<file path="src/rtl/gray_conv_ctrl.sv">
// RGB-to-grayscale sequencer that owns the single-port frame RAM during conversion
// and hands the RAM to the host port while idle.
module gray_conv_ctrl #(
  parameter int ADDR_W     = 18,
  parameter int DATA_W     = 8,
  parameter int IMG_PIXELS = 65536,
  parameter int R_BASE     = 0,
  parameter int G_BASE     = 65536,
  parameter int B_BASE     = 131072,
  parameter int Y_BASE     = 196608
) (
  input  logic              CLK,
  input  logic              RST_N,
  input  logic              start,
  output logic              busy,
  output logic              done,
  output logic [15:0]       pix_idx,
  input  logic              host_req,
  input  logic              host_wen,
  input  logic [ADDR_W-1:0] host_a,
  input  logic [DATA_W-1:0] host_d,
  output logic              host_gnt,
  output logic [DATA_W-1:0] host_q,
  output logic              ram_ren,
  output logic              ram_wen,
  output logic [ADDR_W-1:0] ram_a,
  output logic [DATA_W-1:0] ram_d,
  input  logic [DATA_W-1:0] ram_q
);

  typedef enum logic [2:0] {
    IDLE = 3'd0,
    RD_R = 3'd1,
    RD_G = 3'd2,
    RD_B = 3'd3,
    WR_Y = 3'd4,
    DONE = 3'd5
  } state_t;

  state_t            state, state_nxt;
  logic [15:0]       pix_idx_nxt;
  logic [DATA_W-1:0] r_reg, g_reg;

  logic              gnt_c, ren_c, wen_c;
  logic [ADDR_W-1:0] a_c;
  logic [DATA_W-1:0] d_c;

  logic [15:0]       y_sum;
  logic [DATA_W-1:0] y_val;
  logic              last_pix;
  logic [ADDR_W-1:0] pix_off;

  // 77+150+29 = 256, so the sum tops out at 65408 and never needs saturation
  assign y_sum = 16'd77  * 16'(r_reg)
               + 16'd150 * 16'(g_reg)
               + 16'd29  * 16'(ram_q)
               + 16'd128;
  assign y_val    = DATA_W'(y_sum[15:8]);
  assign last_pix = (pix_idx == 16'(IMG_PIXELS - 1));
  assign pix_off  = ADDR_W'(pix_idx);

  always_ff @(posedge CLK or negedge RST_N) begin
    if (!RST_N) begin
      state   <= IDLE;
      pix_idx <= '0;
      r_reg   <= '0;
      g_reg   <= '0;
    end else begin
      state   <= state_nxt;
      pix_idx <= pix_idx_nxt;
      if (state == RD_G) r_reg <= ram_q;
      if (state == RD_B) g_reg <= ram_q;
    end
  end

  always_comb begin
    state_nxt   = state;
    pix_idx_nxt = pix_idx;
    gnt_c       = 1'b0;
    ren_c       = 1'b0;
    wen_c       = 1'b0;
    a_c         = '0;
    d_c         = '0;
    case (state)
      IDLE: begin
        if (start) begin
          state_nxt   = RD_R;
          pix_idx_nxt = '0;
        end else if (host_req) begin
          gnt_c = 1'b1;
          ren_c = ~host_wen;
          wen_c = host_wen;
          a_c   = host_a;
          d_c   = host_d;
        end
      end
      RD_R: begin
        ren_c     = 1'b1;
        a_c       = ADDR_W'(R_BASE) + pix_off;
        state_nxt = RD_G;
      end
      RD_G: begin
        ren_c     = 1'b1;
        a_c       = ADDR_W'(G_BASE) + pix_off;
        state_nxt = RD_B;
      end
      RD_B: begin
        ren_c     = 1'b1;
        a_c       = ADDR_W'(B_BASE) + pix_off;
        state_nxt = WR_Y;
      end
      WR_Y: begin
        // B arrives on ram_q this cycle and feeds the sum directly
        wen_c = 1'b1;
        a_c   = ADDR_W'(Y_BASE) + pix_off;
        d_c   = y_val;
        if (last_pix) begin
          state_nxt = DONE;
        end else begin
          pix_idx_nxt = pix_idx + 16'd1;
          state_nxt   = RD_R;
        end
      end
      DONE: state_nxt = IDLE;
      default: state_nxt = IDLE;
    endcase
  end

  // RAM strobes are held off combinationally while reset is asserted
  assign host_gnt = RST_N & gnt_c;
  assign ram_ren  = RST_N & ren_c;
  assign ram_wen  = RST_N & wen_c;
  assign ram_a    = RST_N ? a_c : '0;
  assign ram_d    = RST_N ? d_c : '0;
  assign host_q   = ram_q;

  assign busy = (state != IDLE);
  assign done = (state == DONE);

endmodule

</file>
<file path="config.mk">
export PLATFORM = sky130hd
export DESIGN_NAME = gray_conv_ctrl
export DESIGN_NICKNAME = d
export VERILOG_FILES = /design/src/rtl/gray_conv_ctrl.sv
export SDC_FILE = /design/constraint.sdc
export NUM_CORES = 1
export LEC_CHECK = 0
export ABC_AREA = 1
export CAP_MARGIN = 10
export CORE_MARGIN = 1.5
export CORE_UTILIZATION = 40
export CTS_CLUSTER_DIAMETER = 50
export DETAILED_ROUTE_END_ITERATION = 12
export MAX_ROUTING_LAYER = met4
export PLACE_DENSITY = 0.71
export RECOVER_POWER = 25
export SLEW_MARGIN = 20
export SYNTH_ARGS = -nofsm -noshare
export SYNTH_HDL_FRONTEND = slang
export SYNTH_SLANG_ARGS = --single-unit
export TNS_END_PERCENT = 10
</file>
<file path="constraint.sdc">
create_clock -name CLK -period 14.1 [get_ports CLK]
set_clock_uncertainty 0.05 [all_clocks]
set_input_delay 4.23 -clock CLK [delete_from_list [all_inputs] [get_ports CLK]]
set_output_delay 4.23 -clock CLK [all_outputs]
set_load 0.02 [all_outputs]
</file>
==> metrics.md <==
| Metric | Value |
|---|---|
| Post-Syn Nets | 924 |
| Biggest cell delay along the critical path | a little under 600 ps |
| Top_reg_cell synth | dfrtp_1 |
| Final setup viols | 0 |
| CP Capture Type | output pin |
| M1 WL | 6580 µm |
| Post-synth top area cell | ha_1 |
| Min-delay worst type | reg2reg |
| Hold-fix buffers, CTS | 0 |
| WL/cell | approximately 13 µm |
| Max Fclk | between 0.07 and 0.08 GHz |
| Via-per-instance ratio | 4.79 |
| Die Wd | 122 µm |
| Total gr overflow | 0 |
| Most common cell in the netlist | nand2_1 |
| CTS Buf Count | 5 |
| Crit-path cells | clkdlybuf4s50_1, fa_1, fa_1, fa_1, inv_1, fa_1, inv_1, fa_1, inv_1, fa_1, inv_1, ha_1, a21oi_1, o21ai_0, inv_1, nor2_1, nor2_1, nand2_1, nand2_1, nand3_1, a21oi_1, clkbuf_2 |
| Hold Violations, Final | 0 |
| Crit Path Max Fanout | 4 |
| Async SR Flop Fraction | 100% |
| Initial Util | 41.1% |
| Critical path launch point type | primary input |
| Max cap viols | 0 |
| CTS Buffer Depth | 2 |
| Final Util | around 50% |
| Met2 wire length | 6310 µm |
| Vias in the first global route | 4752 |
| Slowest CP cell | clkdlybuf4s50_1 |
| ANT cells | 0 |
| Dpl hpwl | 11500 µm |
| Die height | 122 µm |
| GP Congestion | 0.897 |
| Sequential fraction of the synthesis area | 15.3% |
| Final Slew Violations | 0 |
| Top cells by count, synth | 152 x nand2_1, 148 x inv_1, 98 x ha_1 |
| Drc violations | 0 |
| TritonCTS clock tree | built |
| Flip-flop count of the largest register after layout | 16 |
| Top cell type's share of synthesized area | between 20% and 30% |
| Worst slew pin tran | just under 800 ps |
| Drt total wl | about 14000 µm |
| Most frequent CP cell | fa_1 |
| Port buffer count | 93 |
| CP Class | in2out |
| CP required | just under 10000 ps |
| Tmin final | about 14000 ps |
| Data arrival time of the critical path | 9440 ps |
| Distinct cells, synth | 40 |
| Final antenna-violating net count | 0 |
| Clk_lat worst skew | 290 ps |
| First-pass GRT wire length | 23100 µm |
| Outcome | finished clean |
| Clk pin slew, worst setup/hold paths | 60 ps |
| Top Metal Used | met4 |
| Drt first pass iters | 7 |
| Clk Tree Root Cell | clkbuf_16 |
| Setup TNS | 0 ps |
| Final nets | 1022 |
| Post-synth EDFFs | 0 |
| Tcrit/Tclk final | 97.3% |
| RSZ-0062 raised after global routing | no |
| # IOs | 94 |
| Avg Cell Area, Syn | 7.80 µm² |
| Initial antenna violation count | 0 |
| Layout cells sized above 1 | 6.62% |
| Largest cells by area after synthesis | ha_1 21%, fa_1 19%, dfrtp_1 15% |
| Die area | 0.0150 mm² |
| Std cell rows | 43 |
| Post-synthesis cell count | between 700 and 800 |
| CTS sink count | 35 |
| H-tree depth | 2 |
| Starting DRC count in detailed routing | 287 |
| Slew margin rel. | 47.6% |
| Area Growth Syn to Fin | 23.4% |
| DR vias | 4846 |
| Core area | 0.0139 mm² |
| Yosys warning total | 0 |
| Post-synthesis cell area | 0.00571 mm² |
| #FFs+latches synth | 35 |
| GRT Resource Usage Total | 20.0% |
| DR WL met3 | 464 µm |
| Largest net degree at the start of global routing | 38 |
## routing by layer
layer,track usage [%],up-vias
li1,-,2506
met5,-,-
met2,32.3,91
met3,2.00,22
met1,27.0,2227
met4,5.31,0
## cells by family (layout without fill, tap and decap cells)
kind of cell	after synthesis	after routing	synth area share (%)
simple gates	255	255	20.3
buf+inv	174	273	12.1
fa+ha+maj	153	153	40.8
compound gates	101	101	9.40
flops	35	35	15.3
xor+xnor	14	14	2.15
## through the flow
stage	cell area, µm²	std cells	setup slack [ps]	hold WS [ps]
floorplan	5710	732	1130	474
global placement	6870	1003	-132	507
detailed placement	6870	1003	-139	517
CTS	7050	1011	6.35	530
global route	7050	1011	23.5	586
finish	7050	1011	383	527
## placed cells by master (no fill, tap or decap), types with 6 or more instances in the layout
master,count
fa_1,55
nand4_1,7
nand2_1,152
xor2_1,6
xnor2_1,8
dfrtp_1,35
inv_1,148
o21ai_1,9
clkdlybuf4s50_1,82
buf_4,14
nor2_1,30
a21oi_1,52
o21ai_0,27
ha_1,98
nand3_1,32
## area by class of cell
type	instances	area (µm²)
Multi-Input combinational cell	523	4150
Clock inverter	2	60.1
Clock buffer	6	129
Sequential cell	35	876
Timing Repair Buffer	107	1020
Inverter	158	593
Fill cell	1333	6830
Tap cell	180	225
## worst paths after layout
check	cells past startpoint	endpoint	slack, ps	from
min	2	pix_idx[15]	530	pix_idx[15]
max reg2reg	10	pix_idx[10]	12070	state[2]
max in group asynchronous	2	r_reg[3]	9700	RST_N
min in group asynchronous	2	pix_idx[8]	3950	RST_N
max	22	ram_d[6]	380	ram_q[3]
min reg2reg	2	pix_idx[15]	530	pix_idx[15]
## worst max-delay path, delay by kind of cell
family                   cells  cell delay, ps
adder cells (fa/ha/maj)      7            3350
AO/OA/AOI/OAI                3             440
AND/OR/NAND/NOR              5             330
buffers and inverters        7            1080
## repair_timing
item / 4_1_cts / 5_1_grt
endpoints found under the setup margin: 7 / 8
buffers inserted: 0 / 0
resized for setup: 6 / 12
Power is left out: the tool's default activity adds up to more than one toggle a clock period on the data nets, which glitch-free logic cannot reach.
